<file path="src/rtl/muldiv_unit.sv">
// Iterative 32-bit multiply/divide unit with HI/LO registers.
// One shift-add or restoring-divide step per cycle, 32 steps per operation.
module muldiv_unit (
  input  logic        clock,
  input  logic        reset,
  input  logic        start,
  input  logic [1:0]  op,
  input  logic [31:0] rs_data,
  input  logic [31:0] rt_data,
  input  logic        hi_wr,
  input  logic        lo_wr,
  input  logic [31:0] wr_data,
  output logic        busy,
  output logic        done,
  output logic        div_by_zero,
  output logic [31:0] hi,
  output logic [31:0] lo
);

  typedef enum logic [1:0] {StIdle, StCalc, StFin} state_e;

  state_e      state_q, state_d;
  logic        div_q, div_d;
  logic        rs_neg_q, rs_neg_d;
  logic        rt_neg_q, rt_neg_d;
  logic        dz_q, dz_d;
  logic [31:0] a_q, a_d;
  logic [31:0] b_q, b_d;
  logic [63:0] acc_q, acc_d;
  logic [5:0]  cnt_q, cnt_d;
  logic [31:0] hi_q, hi_d;
  logic [31:0] lo_q, lo_d;
  logic        done_q, done_d;
  logic        dbz_q, dbz_d;

  logic        rs_neg, rt_neg;
  logic [31:0] rs_mag, rt_mag;
  logic [32:0] mul_sum;
  logic [63:0] mul_acc, prod_fix;
  logic [32:0] div_shift;
  logic        div_ge;
  logic [31:0] div_rem, div_quo, quo_fix, rem_fix;

  always_comb begin
    rs_neg = op[0] & rs_data[31];
    rt_neg = op[0] & rt_data[31];
    rs_mag = rs_neg ? (32'd0 - rs_data) : rs_data;
    rt_mag = rt_neg ? (32'd0 - rt_data) : rt_data;

    // Multiply: add into the upper half, then shift the whole accumulator right.
    mul_sum  = {1'b0, acc_q[63:32]} + {1'b0, (b_q[0] ? a_q : 32'd0)};
    mul_acc  = {mul_sum, acc_q[31:1]};
    prod_fix = (rs_neg_q ^ rt_neg_q) ? (64'd0 - mul_acc) : mul_acc;

    // Divide: partial remainder lives in acc[31:0], quotient shifts into a_q.
    div_shift = {acc_q[31:0], a_q[31]};
    div_ge    = (div_shift >= {1'b0, b_q});
    div_rem   = div_ge ? (div_shift[31:0] - b_q) : div_shift[31:0];
    div_quo   = {a_q[30:0], div_ge};
    // With a zero divisor the remainder ends up as |rs|, so the usual sign fix restores rs.
    quo_fix   = dz_q ? 32'hFFFF_FFFF
                     : ((rs_neg_q ^ rt_neg_q) ? (32'd0 - div_quo) : div_quo);
    rem_fix   = rs_neg_q ? (32'd0 - div_rem) : div_rem;
  end

  always_comb begin
    state_d  = state_q;
    div_d    = div_q;
    rs_neg_d = rs_neg_q;
    rt_neg_d = rt_neg_q;
    dz_d     = dz_q;
    a_d      = a_q;
    b_d      = b_q;
    acc_d    = acc_q;
    cnt_d    = cnt_q;
    hi_d     = hi_q;
    lo_d     = lo_q;
    done_d   = 1'b0;
    dbz_d    = 1'b0;

    unique case (state_q)
      StIdle, StFin: begin
        if (state_q == StIdle && start) begin
          div_d    = op[1];
          rs_neg_d = rs_neg;
          rt_neg_d = rt_neg;
          dz_d     = op[1] & (rt_data == 32'd0);
          a_d      = rs_mag;
          b_d      = rt_mag;
          acc_d    = 64'd0;
          cnt_d    = 6'd0;
          state_d  = StCalc;
        end else begin
          if (hi_wr) hi_d = wr_data;
          if (lo_wr) lo_d = wr_data;
          if (state_q == StFin) state_d = StIdle;
        end
      end
      StCalc: begin
        cnt_d = cnt_q + 6'd1;
        if (div_q) begin
          acc_d = {32'd0, div_rem};
          a_d   = div_quo;
        end else begin
          acc_d = mul_acc;
          b_d   = {1'b0, b_q[31:1]};
        end
        if (cnt_q == 6'd31) begin
          state_d = StFin;
          done_d  = 1'b1;
          dbz_d   = dz_q;
          if (div_q) begin
            hi_d = rem_fix;
            lo_d = quo_fix;
          end else begin
            hi_d = prod_fix[63:32];
            lo_d = prod_fix[31:0];
          end
        end
      end
      default: state_d = StIdle;
    endcase
  end

  always_ff @(posedge clock or negedge reset) begin
    if (!reset) begin
      state_q  <= StIdle;
      div_q    <= 1'b0;
      rs_neg_q <= 1'b0;
      rt_neg_q <= 1'b0;
      dz_q     <= 1'b0;
      a_q      <= 32'd0;
      b_q      <= 32'd0;
      acc_q    <= 64'd0;
      cnt_q    <= 6'd0;
      hi_q     <= 32'd0;
      lo_q     <= 32'd0;
      done_q   <= 1'b0;
      dbz_q    <= 1'b0;
    end else begin
      state_q  <= state_d;
      div_q    <= div_d;
      rs_neg_q <= rs_neg_d;
      rt_neg_q <= rt_neg_d;
      dz_q     <= dz_d;
      a_q      <= a_d;
      b_q      <= b_d;
      acc_q    <= acc_d;
      cnt_q    <= cnt_d;
      hi_q     <= hi_d;
      lo_q     <= lo_d;
      done_q   <= done_d;
      dbz_q    <= dbz_d;
    end
  end

  assign busy        = (state_q == StCalc);
  assign done        = done_q;
  assign div_by_zero = dbz_q;
  assign hi          = hi_q;
  assign lo          = lo_q;

endmodule

</file>
<file path="config.mk">
export PLATFORM = sky130hd
export DESIGN_NAME = muldiv_unit
export DESIGN_NICKNAME = d
export VERILOG_FILES = /design/src/rtl/muldiv_unit.sv
export SDC_FILE = /design/constraint.sdc
export NUM_CORES = 1
export LEC_CHECK = 0
export BUFFER_PORTS_ARGS = -buffer_cell sky130_fd_sc_hd__buf_2
export CAP_MARGIN = 15
export CORE_UTILIZATION = 46
export CTS_CLUSTER_SIZE = 40
export DETAILED_ROUTE_END_ITERATION = 16
export GPL_ROUTABILITY_DRIVEN = 0
export HOLD_SLACK_MARGIN = 0.02
export SETUP_SLACK_MARGIN = 0.4
export SLEW_MARGIN = 20
export SYNTH_ARGS = -nofsm -noshare
export SYNTH_HDL_FRONTEND = slang
export SYNTH_SLANG_ARGS = --single-unit
</file>
<file path="constraint.sdc">
create_clock -name clock -period 7.4 [get_ports clock]
set_clock_uncertainty 0.2 [all_clocks]
set_input_delay 0.37 -clock clock [delete_from_list [all_inputs] [get_ports clock]]
set_output_delay 0.37 -clock clock [all_outputs]
set_load 0.05 [all_outputs]
</file>
==> results of run 1 <==
[power by group]
| group | total (mW) | internal, mW | leakage [nW] | switching, mW |
|---|---|---|---|---|
| clock network | 1.33 | 0.759 | 0.426 | 0.568 |
| logic | 5.03 | 1.74 | 5.66 | 3.30 |
| registers | 1.84 | 1.37 | 2.58 | 0.468 |
| total | 8.20 | 3.87 | 8.67 | 4.33 |
[worst max-delay path by stage]
| stage | end | slack, ns | startpoint | depth (start not counted) |
|---|---|---|---|---|
| 2_1_floorplan | lo[24] | 2.65 | acc_q[15] | 21 |
| 3_3_place_gp | lo[24] | 1.91 | b_q[0] | 16 |
| 3_5_place_dp | lo[28] | 1.86 | b_q[0] | 16 |
| 4_1_cts | hi[14] | 1.49 | b_q[0] | 16 |
| 5_1_grt | hi[14] | 1.05 | b_q[0] | 16 |
| 6_report | hi[14] | 1.29 | b_q[0] | 16 |
[registers in the layout, summed over array words and instances (netlist names)]
signal and flops:
state_q 2, div_q 1, b_q 32, acc_q 64
div_by_zero 1, done 1, dz_q 1, rs_neg_q 1
rt_neg_q 1, a_q 32, lo 32, cnt_q 6
hi 32
[Yosys cell counts (24+ instances only)]
cell / instances
nand2_1: 264
nor2_1: 237
o21ai_0: 217
dfrtp_1: 206
a21oi_1: 196
clkbuf_1: 134
xnor2_1: 111
xor2_1: 84
inv_1: 74
ha_1: 71
a31oi_1: 66
nor3_1: 64
and2_1: 48
nand3_1: 48
o221ai_1: 34
o211ai_1: 33
mux2i_1: 29
o31ai_1: 28
or3_1: 28
nand4_1: 24
[worst reg2reg max path, delay by kind of cell (launching register included)]
| kind | cells | cell delay (ns) |
|---|---|---|
| compound gates | 5 | 1.43 |
| buf+inv | 2 | 1.09 |
| flops | 1 | 1.01 |
| fa+ha+maj | 2 | 0.58 |
| simple gates | 5 | 0.98 |
| mux | 2 | 0.76 |
[area by class of cell]
type                    instances  share of cell area
clock buffers                  28              0.0315
clock inverters                18              0.0103
inverters                      77              0.0141
multi-input cells            1943               0.596
flip-flops and latches        206               0.248
well taps                     525              0.0315
repair buffers                233              0.0691
[per-stage QoR]
step           hold slack (ns)  instance area [um2]
3_5_place_dp             0.260                19500
5_1_grt                 0.0336                20800
3_3_place_gp             0.272                19500
2_1_floorplan           -0.126                18500
4_1_cts                 0.0219                20800
6_report                0.0373                20800
[cells by family (layout without fill, tap and decap cells)]
| group | after synthesis | after routing |
|---|---|---|
| AND/OR/NAND/NOR | 834 | 834 |
| AO/OA/AOI/OAI | 798 | 798 |
| buffers and inverters | 242 | 356 |
| flip-flops | 206 | 206 |
| XOR/XNOR | 196 | 196 |
| adder cells (fa/ha/maj) | 73 | 73 |
| multiplexers | 42 | 42 |
[per-layer routing]
layer	routed length [um]	GRT usage	up-vias
met5	0	0	-
met4	2180	0.107	0
met3	6000	0.0417	132
met2	28300	0.472	944
met1	30200	0.475	9095
li1	-	-	8941
[cell usage in the layout, fill, tap and decap left out, types with 29 or more instances in the layout]
cell type / Yosys / layout
dfrtp_1: 206 / 205
ha_1: 71 / 71
nor2_1: 237 / 236
a31oi_1: 66 / 66
xor2_1: 84 / 83
o221ai_1: 34 / 34
nand3_1: 48 / 48
o21ai_0: 217 / 217
inv_1: 74 / 74
nand2_1: 264 / 263
xnor2_1: 111 / 110
a21oi_1: 196 / 196
dlygate4sd3_1: 0 / 42
mux2i_1: 29 / 29
nor3_1: 64 / 64
buf_2: 13 / 168
o211ai_1: 33 / 33
and2_1: 48 / 48
==> summary.txt, run 1 <==
GRT
  • Largest net degree at the start of global routing: 91
  • GRT Overall Usage: 0.319
  • Initial antenna violation count: 0
  • Global route overflow: 0
  • First-pass GRT wire length: 103,000 um
  • Number of global-route vias before repair: 17,615

Timing
  • Final worst path period share: 0.825
  • # setup viols final: 0
  • Setup TNS Final: 0 ns
  • FMAX: 164 MHz
  • Unrepaired setup endpoints after global routing: no
  • Worst slew margin: 0.304
  • Hold Fails Final Rpt: 0
  • Tmin final: 6.11 ns
  • Max-slew violations: 0
  • Slew @ Worst Pin: ~1.0 ns
  • Setup ws final: about 1.3 ns

Placed design
  • Pre-CTS WS: 1.86 ns
  • DP HPWL: 49,800 um
  • Inst Count DP: 2,942
  • Buffers added on ports: between 150 and 200

Critical path
  • Startpoint Class: register
  • Crit path max fanout: 34
  • Critical path's most frequent cell: ha_1
  • Reg2reg setup slack: about 1.3 ns
  • FF-to-FF End: hi[14]
  • Critical Path Sink Type: register
  • WP buf/inv: 2
  • Crit-path max cell delay: 1.01 ns
  • Crit-path cells: ha_1 -> nor2b_1 -> o31ai_4 -> a2111oi_4 -> o311ai_4 -> nand2_2 -> inv_2 -> mux2i_1 -> ha_1 -> nand3_1 -> mux2_4 -> nor3_1 -> or4_1 -> o2111ai_1 -> a31oi_1 -> dlygate4sd3_1
  • CP arrival: 6.42 ns
  • Reg2Reg Launch Point: b_q[0]
  • Worst reg2reg path depth: 16
  • Crit path max-delay cell type: dfrtp_1
  • CP delay by family, top: compound AO/OA/AOI/OAI gates
  • Setup CP Type: register to register
  • CP required: 7.71 ns

Layout
  • Sequential cell area: 5160 um2
  • FILL cells: 3,855
  • Multi-input gate area: 12,400 um2
  • Nets: 2,662
  • Ant diodes: 0
  • Non-Filler Instances: roughly 3,000
  • Layout Utilization: 0.525
  • Area delta synth->final: 12.7%
  • Share of cells above drive strength 1: 0.123

Detailed routing
  • Post-route DRC: 0
  • WL final: 66,700 um
  • Drt first pass iters: 6
  • Via Count: 19,112
  • Drt initial violations: 1,775
  • WL/cell: ~22 um
  • Final ANT Viol Nets: 0
  • Vias/cell: 6.31

Worst hold path
  • Hold Startpoint: op[0]
  • Type of the tightest min-delay check: input port to register
  • WHS Path Cells: 3
  • WHS Endpoint: b_q[31]

Clocking
  • Clock-pin transition on the worst setup and hold timing paths: 0.07 ns
  • H-tree depth: 1
  • Hold_buf cts: 42
  • Clock sinks: approximately 210
  • TritonCTS clock tree: done
  • Setup bufs post-CTS: 0
  • Clk_lat worst skew: approximately 0.57 ns
  • CTS resizes: 0
  • CTS Buf Count: 25
  • Clock Tree Buf Depth: 3
  • Root buffer cell: clkbuf_16

Yosys
  • Register area share after synthesis: 0.279
  • Distinct cells, synth: between 100 and 150
  • Synth Area in Adders: 0.0502
  • Register bit total from synthesis: ~200
  • Post-synthesis compound-gate area fraction: 0.284
  • Multiplexer area fraction after synthesis: 0.0238
  • Share of flip-flops with an asynchronous set or reset: 1.00
  • Dominant cells by area after synthesis: dfrtp_1, o21ai_0, nand2_1
  • Share of the synthesized area in the top cell type: 0.279
  • Post-synth EDFFs: 0
  • Combinational family with the most area after synthesis: compound AO/OA/AOI/OAI gates
  • Synth Instances: 2,391
  • Main synth FF type: dfrtp_1
  • Biggest area consumer among synthesized cells: dfrtp_1
  • Area of the mapped netlist: 18,500 um2
  • Synth Area in Simple Gates: 0.217
  • Avg Inst Size Synth: 7.73 um2
  • Syn Nets: 2,567
  • YS warnings: 0
  • Xor and xnor area share after synthesis: 0.0939

Pwr
  • Cell Pwr Density: between 300 and 400 nW/um2
  • Worst ir drop on vdd: 0.230 mV
  • Power Total: 8.20 mW
  • Pleak: 8.67 nW

Floorplan
  • I/O pin cnt: 170
  • Initial core utilization: 0.466
  • Die outline height: 202 um
  • Rows: 73
  • Die area: 41,000 um2
  • Core area: 39,600 um2
  • Die X: 202 um

Job
  • Max-cap violations: 0

Run status
  • Outcome: finished, final reports clean
No activity file was read; power rests on OpenSTA's default activity.
==> run 2: changes to the inputs <==
--- a/config.mk
+++ b/config.mk
@@ -12,6 +12,7 @@
 export DETAILED_ROUTE_END_ITERATION = 16
 export GPL_ROUTABILITY_DRIVEN = 0
 export HOLD_SLACK_MARGIN = 0.02
+export PLACE_DENSITY = 0.67
 export SETUP_SLACK_MARGIN = 0.4
 export SLEW_MARGIN = 20
 export SYNTH_ARGS = -nofsm -noshare
==> constraint.sdc (replaced) <==
create_clock -name clock -period 5.4 [get_ports clock]
set_clock_uncertainty 0.2 [all_clocks]
set_input_delay 0.27 -clock clock [delete_from_list [all_inputs] [get_ports clock]]
set_output_delay 0.27 -clock clock [all_outputs]
set_load 0.05 [all_outputs]
==> summary.txt, run 2 (same netlist as run 1, synthesis figures left out) <==
Run status
  • Outcome: finished, final reports clean

GRT
  • GRT Max-Usage Layer: met2
  • First-pass GRT wire length: 105,000 um (+2.4%)
  • Largest net degree at the start of global routing: 108 (+19%)
  • Number of global-route vias before repair: 18,275 (+3.7%)
  • Initial antenna violation count: 0 (unchanged)
  • GR Util met3: 0.0589 (+0.0172)
  • Global route overflow: 0 (unchanged)
  • GRT Overall Usage: 0.326 (+0.00758)
  • Routing usage on met2: 0.485 (+0.0127)
  • Met1 usage: 0.462 (-0.0134)

Critical path
  • Critical Path Sink Type: register
  • Reg2Reg Launch Point: acc_q[11]
  • CP startpoint: acc_q[11]
  • Crit path max fanout: 10 (-71%)
  • CP required: 5.71 ns (-2.00 ns)
  • CP arrival: 5.13 ns (-1.29 ns)
  • Setup CP Type: register to register
  • Startpoint Class: register

Worst hold path
  • Type of the tightest min-delay check: input port to register
  • Hold Startpoint: rt_data[18]

Floorplan
  • Rows: 73 (unchanged)
  • Die X: 202 um (unchanged)
  • Core area: 39,600 um2 (unchanged)
  • Initial core utilization: 0.466 (unchanged)
  • Die area: 41,000 um2 (unchanged)
  • I/O pin cnt: 170 (unchanged)
  • Die outline height: 202 um (unchanged)

Job
  • Max-cap violations: 0 (unchanged)

Detailed routing
  • Final ANT Viol Nets: 0 (unchanged)
  • Post-route DRC: 0 (unchanged)
  • Via Count: 19,900 (+4.1%)
  • WL final: 68,500 um (+2.7%)
  • Drt initial violations: 2,461 (+39%)
  • Drt first pass iters: 8 (+2)
  • WL/cell: 22.1 um (+0.34%)
  • Vias/cell: 6.42 (+1.7%)

Timing
  • Final worst path period share: 0.893 (+0.0678)
  • Worst slew margin: 0.282 (-0.0225)
  • # setup viols final: 0 (unchanged)
  • Max-slew violations: 0 (unchanged)
  • Slew @ Worst Pin: 1.08 ns (+0.0338 ns)
  • FMAX: 207 MHz (+27%)
  • Tmin final: 4.82 ns (-1.28 ns)
  • Hold Fails Final Rpt: 0 (unchanged)
  • Unrepaired setup endpoints after global routing: no
  • Setup TNS Final: 0 ns (unchanged)

Layout
  • Area delta synth->final: 17.1%
  • Design area: 21,600 um2 (+3.9%)
  • Max FFs per register: 64 (unchanged)
  • Commonest non-fill, non-tap cells in the layout: nand2_1, nor2_1, o21ai_0
  • Top reg by flops: acc_q
  • Ant diodes: 0 (unchanged)
  • Share of cells above drive strength 1: 0.135 (+0.0125)
  • Commonest non-fill, non-tap cell in the layout: nand2_1
  • Non-Filler Instances: 3,101 (+2.3%)
  • Nets: 2,733 (+2.7%)

Pwr
  • Worst ir drop on vdd: 0.350 mV (+52%)
  • Cell Pwr Density: 535 nW/um2 (+36%)
  • Pleak: 9.00 nW (+3.8%)

Placed design
  • Inst Count DP: 2,956 (+0.48%)
  • DP HPWL: 50,400 um (+1.2%)
  • Buffers added on ports: 169 (unchanged)
  • Area post-placement: 19,700 um2 (+0.67%)

Clocking
  • Clk_lat worst skew: 0.59 ns (+0.02 ns)
  • Clock Tree Buf Depth: 3 (unchanged)
  • Clock-pin transition on the worst setup and hold timing paths: 0.06 ns (about the same)
  • H-tree depth: 1 (unchanged)
  • CTS Buf Count: 27 (+8.0%)
  • Clock sinks: 206 (unchanged)
  • Root buffer cell: clkbuf_16
  • TritonCTS clock tree: done
run 2: changes by cell type in the layout (fill, tap and decap cells not counted), moves of 3 or more:
cell           before  now
ha_2                0   10
dfrtp_1           205  198
buf_4              22   37
clkinv_4            4    0
inv_6               5    1
ha_1               71   61
dlygate4sd3_1      42   93
clkbuf_1            1    4
dfrtp_2             1    8
run 2: per-stage QoR:
step / setup WS [ns] / hold WS (ns) / power (mW) / util
after floorplan: 0.646 / -0.226 / 7.32 / -
after global placement: 0.612 / 0.257 / 9.13 / 0.496
after detailed placement: 0.461 / 0.278 / 9.25 / 0.496
after CTS: 0.448 / 0.0211 / 11.2 / 0.543
after global routing: 0.387 / 0.0956 / 12.2 / 0.546
final: 0.577 / 0.0228 / 11.6 / 0.546
run 2: routing by layer:
| layer | wire, um | up-vias |
|---|---|---|
| met3 | 7290 | 215 |
| met2 | 28900 | 1192 |
| li1 | - | 9070 |
| met1 | 29000 | 9423 |
| met5 | 0 | - |
| met4 | 3280 | 0 |
run 2: worst max-delay path, stage by stage (launching register included):
cell and delay (ns):
dfrtp_2 0.48, ha_2 0.36, a21oi_1 0.19, o21ai_0 0.12, buf_4 0.17, or2_1 0.25, o311ai_4 0.44, nand2_4 0.18
inv_2 0.16, ha_1 0.23, nand2_1 0.14, nor4_1 0.26, buf_4 0.20, and3_1 0.29, a21oi_1 0.11, xnor2_1 0.16
a221oi_1 0.54, a21oi_1 0.08, a21oi_1 0.16
run 2: path summary, 6_finish.rpt:
path | to | slack (ns) | depth (start not counted)
setup / recovery | lo[24] | 0.58 | 18
hold / removal | b_q[18] | 0.02 | 5
setup reg to reg | lo[24] | 0.58 | 18
hold reg to reg | acc_q[58] | 0.29 | 2
max in group asynchronous | lo[10] | 3.49 | 3
min in group asynchronous | hi[28] | 0.17 | 2
run 2: power breakdown:
group          leakage (nW)  switching (mW)  internal [mW]
Sequential             2.57           0.568           1.88
Clock                 0.449           0.777           1.15
Combinational          5.98            4.70           2.50
run 2: area by class of cell:
cell class | count | area [um2]
repair buffers | 302 | 2110
fillers | 3768 | 18000
clock buffers | 34 | 732
well taps | 525 | 657
multi-input cells | 1943 | 12500
inverters | 77 | 294
clock inverters | 14 | 193
flip-flops and latches | 206 | 5160
run 2: what timing repair did:
item / in CTS / in global routing
hold endpoints to repair: 220 / 0
setup buffers: 0 / 4
hold buffers: 93 / 0
gates resized for setup: 0 / 31
endpoints found under the setup margin: 0 / 27
